`src/rtl/lag_fc_pkg.sv`:
```
// rtl/lag_fc_pkg.sv - width helpers and shared types for PL credit flow control
package lag_fc_pkg;

  function automatic int priv_width(input int init_credits);
    return $clog2(init_credits + 1);
  endfunction

  // A disabled pool still needs a 1-bit register so ports keep a legal width.
  function automatic int pool_width(input int shared_credits);
    return (shared_credits == 0) ? 1 : $clog2(shared_credits + 1);
  endfunction

  function automatic int ret_width(input int max_ret);
    return $clog2(max_ret + 1);
  endfunction

  function automatic int ptr_width(input int num_pls);
    return (num_pls > 1) ? $clog2(num_pls) : 1;
  endfunction

  localparam int DEF_RET_BITS = ret_width(2);

  typedef logic [DEF_RET_BITS-1:0] cred_ret_t;

endpackage

```
`src/rtl/lag_pl_credit_lane.sv`:
```
// rtl/lag_pl_credit_lane.sv - per-PL private credit and pool-borrow accounting
module lag_pl_credit_lane
  import lag_fc_pkg::*;
#(
  parameter int init_credits = 4,
  parameter int priv_bits    = priv_width(4),
  parameter int pool_bits    = pool_width(4),
  parameter int ret_bits     = ret_width(2)
) (
  input  logic                 clk,
  input  logic                 rst_n,
  input  logic                 flit_valid,
  input  logic [ret_bits-1:0]  ret_cnt,
  input  logic                 grant,
  output logic [priv_bits-1:0] priv,
  output logic                 status,
  output logic                 empty,
  output logic [ret_bits-1:0]  repay_cnt,
  output logic                 draw,
  output logic                 overflow,
  output logic                 underflow
);

  localparam int SW = priv_bits + ret_bits;

  logic [priv_bits-1:0] priv_q, priv_d;
  logic [pool_bits-1:0] borrow_q, borrow_d;
  logic [SW-1:0]        ret_w, bor_w, rep_w, sum_w;

  assign priv   = priv_q;
  assign status = (priv_q == '0) && !grant;
  assign empty  = (priv_q == priv_bits'(init_credits)) && (borrow_q == '0);

  always_comb begin
    ret_w     = SW'(ret_cnt);
    bor_w     = SW'(borrow_q);
    rep_w     = (ret_w < bor_w) ? ret_w : bor_w;
    sum_w     = SW'(priv_q) + (ret_w - rep_w);
    borrow_d  = borrow_q - pool_bits'(rep_w);
    repay_cnt = ret_bits'(rep_w);
    draw      = 1'b0;
    overflow  = 1'b0;
    underflow = 1'b0;

    // Returns repay the pool first; only the remainder refills the private counter.
    if (sum_w > SW'(init_credits)) begin
      priv_d   = priv_bits'(init_credits);
      overflow = 1'b1;
    end else begin
      priv_d = priv_bits'(sum_w);
    end

    if (flit_valid) begin
      if (priv_d != '0) begin
        priv_d = priv_d - priv_bits'(1);
      end else if (!status) begin
        draw     = 1'b1;
        borrow_d = borrow_d + pool_bits'(1);
      end else begin
        underflow = 1'b1;
      end
    end
  end

  always_ff @(posedge clk) begin
    if (!rst_n) begin
      priv_q   <= priv_bits'(init_credits);
      borrow_q <= '0;
    end else begin
      priv_q   <= priv_d;
      borrow_q <= borrow_d;
    end
  end

endmodule

```
`src/rtl/lag_pl_fc_out_shared.sv`:
```
// rtl/lag_pl_fc_out_shared.sv - output-side PL credit flow control with shared pool
module lag_pl_fc_out_shared
  import lag_fc_pkg::*;
#(
  parameter int num_pls        = 4,
  parameter int init_credits   = 4,
  parameter int shared_credits = 4,
  parameter int max_ret        = 2,
  parameter int priv_bits      = priv_width(init_credits),
  parameter int pool_bits      = pool_width(shared_credits),
  parameter int ret_bits       = ret_width(max_ret)
) (
  input  logic                           clk,
  input  logic                           rst_n,
  input  logic [num_pls-1:0]             flits_valid,
  input  logic [num_pls*ret_bits-1:0]    cred_ret,
  output logic [num_pls-1:0]             pl_status,
  output logic [num_pls-1:0]             pl_empty,
  output logic [num_pls*priv_bits-1:0]   pl_credits,
  output logic [pool_bits-1:0]           pool_credits,
  output logic                           err_overflow,
  output logic                           err_underflow
);

  localparam int PTR_BITS = ptr_width(num_pls);

  logic [pool_bits-1:0] pool_q, pool_d;
  logic [PTR_BITS-1:0]  share_ptr_q, share_ptr_d;
  logic                 ovf_q, udf_q;

  logic [num_pls-1:0]   grant, draw, ovf_ev, udf_ev;
  logic [ret_bits-1:0]  repay [num_pls];

  for (genvar g = 0; g < num_pls; g++) begin : g_lane
    // Only the PL under share_ptr may draw, so at most one draw per cycle.
    assign grant[g] = (pool_q != '0) && (share_ptr_q == PTR_BITS'(g));

    lag_pl_credit_lane #(
      .init_credits (init_credits),
      .priv_bits    (priv_bits),
      .pool_bits    (pool_bits),
      .ret_bits     (ret_bits)
    ) u_lane (
      .clk        (clk),
      .rst_n      (rst_n),
      .flit_valid (flits_valid[g]),
      .ret_cnt    (cred_ret[g*ret_bits +: ret_bits]),
      .grant      (grant[g]),
      .priv       (pl_credits[g*priv_bits +: priv_bits]),
      .status     (pl_status[g]),
      .empty      (pl_empty[g]),
      .repay_cnt  (repay[g]),
      .draw       (draw[g]),
      .overflow   (ovf_ev[g]),
      .underflow  (udf_ev[g])
    );
  end

  // Modular add is exact because the true pool value always fits pool_bits.
  always_comb begin
    pool_d = pool_q;
    for (int i = 0; i < num_pls; i++) begin
      pool_d = pool_d + pool_bits'(repay[i]);
    end
    if (|draw) begin
      pool_d = pool_d - pool_bits'(1);
    end
    share_ptr_d = (share_ptr_q == PTR_BITS'(num_pls - 1)) ? '0 : share_ptr_q + PTR_BITS'(1);
  end

  always_ff @(posedge clk) begin
    if (!rst_n) begin
      pool_q      <= pool_bits'(shared_credits);
      share_ptr_q <= '0;
      ovf_q       <= 1'b0;
      udf_q       <= 1'b0;
    end else begin
      pool_q      <= pool_d;
      share_ptr_q <= share_ptr_d;
      ovf_q       <= ovf_q | (|ovf_ev);
      udf_q       <= udf_q | (|udf_ev);
    end
  end

  assign pool_credits  = pool_q;
  assign err_overflow  = ovf_q;
  assign err_underflow = udf_q;

endmodule

```
`config.mk`:
```
export PLATFORM = sky130hd
export DESIGN_NAME = lag_pl_fc_out_shared
export DESIGN_NICKNAME = d
export VERILOG_FILES = /design/src/rtl/lag_fc_pkg.sv /design/src/rtl/lag_pl_credit_lane.sv /design/src/rtl/lag_pl_fc_out_shared.sv
export SDC_FILE = /design/constraint.sdc
export NUM_CORES = 1
export LEC_CHECK = 0
export BUFFER_PORTS_ARGS = -buffer_cell sky130_fd_sc_hd__buf_4
export CAP_MARGIN = 20
export CORE_MARGIN = 5
export CORE_UTILIZATION = 55
export CTS_CLUSTER_SIZE = 10
export DETAILED_ROUTE_END_ITERATION = 8
export GPL_ROUTABILITY_DRIVEN = 0
export PLACE_DENSITY = 0.85
export SYNTH_ARGS = -nofsm -noshare
export SYNTH_HDL_FRONTEND = slang
export SYNTH_SLANG_ARGS = --single-unit
```
`constraint.sdc`:
```
create_clock -name clk -period 6 [get_ports clk]
set_clock_uncertainty 0.05 [all_clocks]
set_input_delay 0.6 -clock clk [delete_from_list [all_inputs] [get_ports clk]]
set_output_delay 0.6 -clock clk [all_outputs]
set_load 0.005 [all_outputs]
```
==> qor.csv, run 1 <==
stage;metric;value;unit
status;outcome;finished clean;
synthesis;syn_inst;413;
synthesis;ys_seq_elements;31;
die;die_w;89.6;um
critical_path;worstPathMaxFanout;6;
synthesis;syn_avg_cell_area;8.45;um^2
critical_path;worst_setup_path_start_kind;input port;
routing;wirelength;7.91;mm
critical_path;crit_top_cell;ha_1;
sta;slew_headroom;53.9;%
sta;max_freq;174;MHz
clock_tree;ctsResizeCount;0;
placement;io_buffers;38;
synthesis;synth_area_leaders;ha_1 (23%), dfxtp_1 (18%), inv_1 (6.5%);
synthesis;syn_area;3490;um^2
routing;drt_iter0_drc;137;
routing;drc;0;
synthesis;ys_async_sr_fraction;0;%
clock_tree;cts-root-buf;clkbuf_8;
grt;antenna_found_initial;0;
critical_path;critPathBufInv;4;
sta;drv_slew;0;
synthesis;synth.most_common_cell;ha_1;
finish;area_delta_synth_final;12.9;%
clock_tree;clkLatencyLatePin;0.29;ns
sta;setup_viol;0;
critical_path;critPathKind;in -> reg;
clock_tree;cts_tree;done;
die;core_area;6280;um^2
synthesis;yosysWarnings;0;
synthesis;synthTopCellsByCount;ha_1 (63), inv_1 (60), dfxtp_1 (31);
synthesis;synth-main-ff-cell;dfxtp_1;
die;start_util;55.6;%
critical_path;crit_required;6.18;ns
finish;drive_above_1_share;14.3;%
critical_path;regToRegSetupSlack;0.32;ns
routing;ant_nets;0;
die;io_pins;39;
hold_path;min-delay-path-class;reg -> reg;
critical_path;arrival;5.92;ns
synthesis;synthDistinctLibCells;53;
grt;grt_max_degree;23;
finish;diodes;0;
sta;fin_crit_sh;95.7;%
synthesis;ys_seq_area_share;17.8;%
clock_tree;numCtsBuffers;5;
clock_tree;clk_pin_slew;0.07;ns
grt;grt_pass1_wl;13.4;mm
sta;setup_tns;0;ns
routing;drtPass1Iterations;4;
grt;grt_remaining_overflow;0;
clock_tree;post-cts-setup-buffers;0;
clock_tree;htreeDepth;2;
critical_path;max_stage_delay;0.61;ns
synthesis;synth_edf_count;0;
sta;final.setup.worst_slack;0.257;ns
routing;wl_per_cell;14.9;um
critical_path;crit_slowest_cell;a2111oi_0;
grt;grt_pass1_vias;3073;
clock_tree;cts-hold-fix-buffers;0;
sta;period_needed;5.74;ns
routing;num_vias;3022;
finish;nets;541;
critical_path;crit_chain;buf_4 -> inv_1 -> ha_1 -> a21oi_1 -> nor2_1 -> mux2_2 -> ha_1 -> inv_1 -> ha_1 -> inv_1 -> fa_1 -> nand2b_1 -> a2111oi_0 -> nor2_1 -> or2_2 -> ha_1 -> ha_1 -> and3_1 -> a32o_1 -> nor4_1 -> mux2_1 -> nor2_1;
clock_tree;cts_buffer_depth;2;
finish;postLayoutCoreUtil;62.7;%
die;num_rows;29;
synthesis;synth_top_cell_by_area;ha_1;
placement;hpwl;6.41;mm
routing;via_per_inst;5.69;
critical_path;critPathCaptureType;register;
grt;grt_util_all_layers;21.2;%
sta;finalHoldViolCount;0;
sta;worst_pin_slew;0.691;ns
synthesis;synth_top_cell_area_share;22.6;%
clock_tree;clock-sinks;31;
die;die_h;89.6;um
flow_run;cap_violations;0;
critical_path;cp_top_family;adder cells;
placement;dp_worst_setup_slack;0.156;ns
sta;rsz0062_at_grt;no;
die;dieArea;8040;um^2
layer usage:
layer,vias up,track usage (%),routed length (um)
met5,-,0,0
li1,1474,-,-
met3,14,3.56,450
met1,1443,24.9,3350
met4,0,7.04,155
met2,91,38.6,3960
area by class of cell:
cell class              instances  area (um^2)
flip-flops and latches         31          621
multi-input cells             317         2590
inverters                      60          225
well taps                      77         96.3
repair buffers                 38          285
clock inverters                 2         35.0
clock buffers                   6         82.6
fillers                       526         2340
stage by stage:
stage | area (um^2) | hold WS [ns] | cells
finish | 3940 | 0.442 | 531
floorplan | 3510 | 0.398 | 420
global route | 3940 | 0.478 | 531
global placement | 3820 | 0.413 | 523
detailed placement | 3820 | 0.429 | 523
CTS | 3940 | 0.440 | 531
logic make-up after synthesis:
logic type                 Yosys count  synth area share [%]
DFF                                 31                  17.8
AOI/OAI and AO/OA                   66                  13.5
muxes                               21                  6.28
and+or+nand+nor                    127                  19.1
other                                1                 0.108
xor gates and xnor gates            21                  5.67
adders and majority gates           74                  28.9
buffers and inverters               72                  8.64
placed cells by master (no fill, tap or decap), types with 10 or more instances in the layout:
cell type  instances
inv_1             60
nand3_1           10
ha_1              63
fa_1              11
xnor2_1           11
dfxtp_1           31
mux2i_1           14
o21ai_0           12
nor3_1            12
nand2b_1          17
a21oi_1           17
nor2_1            26
buf_4             38
nor2b_1           10
nand2_1           21
final timing paths:
path                                      startpoint                         end  cells after the start
max                                      cred_ret[1]  pool_credits[1]$_SDFF_PN0_                     22
min                        share_ptr_q[0]$_SDFF_PP0_   share_ptr_q[0]$_SDFF_PP0_                      1
max reg2reg  g_lane[0].u_lane.borrow_q[1]$_SDFF_PN0_  pool_credits[1]$_SDFF_PN0_                     21
min reg2reg                share_ptr_q[0]$_SDFF_PP0_   share_ptr_q[0]$_SDFF_PP0_                      1
registers in the layout, summed over array words and instances (netlist names):
name,flops
err_underflow,1
share_ptr_q,2
err_overflow,1
g_lane.u_lane.borrow_q,12
pool_credits,3
g_lane.u_lane.priv,12
Power of run 1 is not shown: default switching activity piles up to over one toggle a cycle in this logic, so the estimate is an artifact.
==> run 2: changes to the inputs <==
--- a/config.mk
+++ b/config.mk
@@ -7,12 +7,14 @@
 export LEC_CHECK = 0
 export BUFFER_PORTS_ARGS = -buffer_cell sky130_fd_sc_hd__buf_4
 export CAP_MARGIN = 20
+export CELL_PAD_IN_SITES_DETAIL_PLACEMENT = 2
+export CELL_PAD_IN_SITES_GLOBAL_PLACEMENT = 2
 export CORE_MARGIN = 5
-export CORE_UTILIZATION = 55
+export CORE_UTILIZATION = 36
 export CTS_CLUSTER_SIZE = 10
 export DETAILED_ROUTE_END_ITERATION = 8
 export GPL_ROUTABILITY_DRIVEN = 0
-export PLACE_DENSITY = 0.85
+export PLACE_DENSITY_LB_ADDON = 0.1
 export SYNTH_ARGS = -nofsm -noshare
 export SYNTH_HDL_FRONTEND = slang
 export SYNTH_SLANG_ARGS = --single-unit
==> run 2 against run 1 <==
Net effect:
- maximum frequency increased by 4.3%
- routed wire length increased by 18%
- register-to-register slack improved by 0.27 ns
- non-clock buffer count unchanged
- critical path depth unchanged
- sequential share of layout area decreased by 0.24 points
- setup slack improved by 0.24 ns
- count of clock-buffer cells in the layout increased by 2
- final cell count increased by 11%
- final area increased by 1.5%
- critical endpoint unchanged
==> qor.csv, run 2 (synthesized netlist as in run 1, its figures left out) <==
stage;metric;value;unit;change
routing;ant_nets;0;;unchanged
status;outcome;finished clean;;unchanged
finish;final_common_cell;ha_1;;unchanged
sta;drv_slew;0;;unchanged
critical_path;arrival;5.68;ns;was 5.92 ns
finish;diodes;0;;unchanged
routing;met3_length;174;um;was 450 um
sta;setup_tns;0;ns;unchanged
clock_tree;clk_pin_slew;0.07;ns;about the same
routing;num_vias;2996;;was 3022
routing;drc;0;;unchanged
die;die_h;108;um;was 89.6 um
clock_tree;htreeDepth;2;;unchanged
flow_run;cap_violations;0;;unchanged
hold_path;holdPathStages;1;;unchanged
routing;wl_per_cell;15.9;um;was 14.9 um
clock_tree;cts_buffer_depth;2;;unchanged
placement;hpwl;7.79;mm;was 6.41 mm
sta;max_freq;182;MHz;was 174 MHz
die;io_pins;39;;unchanged
hold_path;min-delay-path-class;reg -> reg;;unchanged
grt;grt_pass1_vias;3310;;was 3073
clock_tree;numCtsBuffers;5;;unchanged
sta;fin_crit_sh;91.8;%;was 95.7%
sta;finalHoldViolCount;0;;unchanged
finish;nets;541;;unchanged
critical_path;crit_required;6.17;ns;was 6.18 ns
clock_tree;post-cts-setup-buffers;0;;unchanged
die;start_util;36.4;%;was 55.6%
grt;grt_pass1_wl;15.6;mm;was 13.4 mm
clock_tree;cts_tree;done;;unchanged
die;num_rows;36;;was 29
routing;wirelength;9.33;mm;was 7.91 mm
routing;wl_met1;4.04;mm;was 3.35 mm
grt;grt_util_all_layers;16.6;%;was 21.2%
placement;io_buffers;38;;unchanged
clock_tree;cts-root-buf;clkbuf_8;;unchanged
sta;setup_viol;0;;unchanged
routing;met2WireLength;5.04;mm;was 3.96 mm
critical_path;rr_worst_depth;21;;unchanged
routing;highest_layer;met4;;unchanged
critical_path;critPathCaptureType;register;;unchanged
die;core_area;9590;um^2;was 6280 um^2
finish;area_delta_synth_final;14.6;%;was 12.9%
finish;final_cell_mix;ha_1 (63), inv_1 (60), buf_4 (38);;unchanged
sta;worst_pin_slew;0.807;ns;was 0.691 ns
critical_path;worst_setup_path_start_kind;input port;;unchanged
routing;drt_iter0_drc;39;;was 137
clock_tree;clkLatencyLatePin;0.29;ns;about the same
clock_tree;clock-sinks;31;;unchanged
routing;drtPass1Iterations;4;;unchanged
grt;antenna_found_initial;0;;unchanged
critical_path;worstPathMaxFanout;6;;unchanged
die;die_w;108;um;was 89.6 um
die;dieArea;11800;um^2;was 8040 um^2
finish;fill_cells;1133;;was 526
critical_path;critPathKind;in -> reg;;unchanged
sta;rsz0062_at_grt;no;;unchanged
finish;drive_above_1_share;14.3;%;unchanged
routing;via_per_inst;5.10;;was 5.69
sta;slew_headroom;46.1;%;was 53.9%
grt;grt_remaining_overflow;0;;unchanged
sta;period_needed;5.51;ns;was 5.74 ns
grt;grt_max_degree;23;;unchanged
-- run 2: cell type report --
type                    instances  area, um^2  share of cell area [%]
inverters                      60         225                    5.63
flip-flops and latches         31         621                    15.5
clock buffers                   8         100                    2.50
repair buffers                 38         285                    7.14
well taps                     133         166                    4.16
multi-input cells             317        2600                    65.0
-- run 2: path summary, 6_finish.rpt --
check                                          startpoint                         end  slack, ns
hold reg to reg                  err_underflow$_SDFF_PN0_    err_underflow$_SDFF_PN0_       0.42
hold / removal                   err_underflow$_SDFF_PN0_    err_underflow$_SDFF_PN0_       0.42
setup reg to reg  g_lane[0].u_lane.borrow_q[1]$_SDFF_PN0_  pool_credits[1]$_SDFF_PN0_       0.59
setup / recovery                              cred_ret[1]  pool_credits[1]$_SDFF_PN0_       0.49
-- run 2: what timing repair did --
| action | CTS | global route |
|---|---|---|
| resized for setup | 0 | 2 |
| setup endpoints to repair | 0 | 2 |
| hold buffers | 0 | 0 |
-- run 2: metal layers --
| metal | global-route usage (%) | vias to the layer above |
|---|---|---|
| li1 | - | 1467 |
| met1 | 19.3 | 1496 |
| met2 | 32.5 | 28 |
| met3 | 1.85 | 5 |
| met4 | 3.25 | 0 |
| met5 | 0 | - |
-- run 2: worst max-delay path: stages --
cell and delay [ns]:
buf_4 0.12, inv_1 0.05, ha_1 0.28, a21oi_1 0.09, nor2_1 0.28, mux2_2 0.41
ha_1 0.27, inv_1 0.05, ha_1 0.16, inv_1 0.07, fa_1 0.54, nand2b_1 0.09
a2111oi_1 0.48, nor2_1 0.17, or2_2 0.31, ha_1 0.20, ha_1 0.24, and3_1 0.19
a32o_1 0.32, nor4_2 0.30, mux2_1 0.36, nor2_1 0.08
-- run 2: metrics by stage --
step,instance area (um^2),utilization (%),setup WS [ns],cells,hold slack (ns)
after floorplan,3510,-,0.761,420,0.398
after global placement,3890,40.5,0.288,579,0.411
after detailed placement,3890,40.5,0.00554,579,0.410
after CTS,3990,41.6,0.288,587,0.426
after global routing,4000,41.7,0.0963,587,0.450
final,4000,41.7,0.493,587,0.418
Power of run 2 is left out for the same reason.
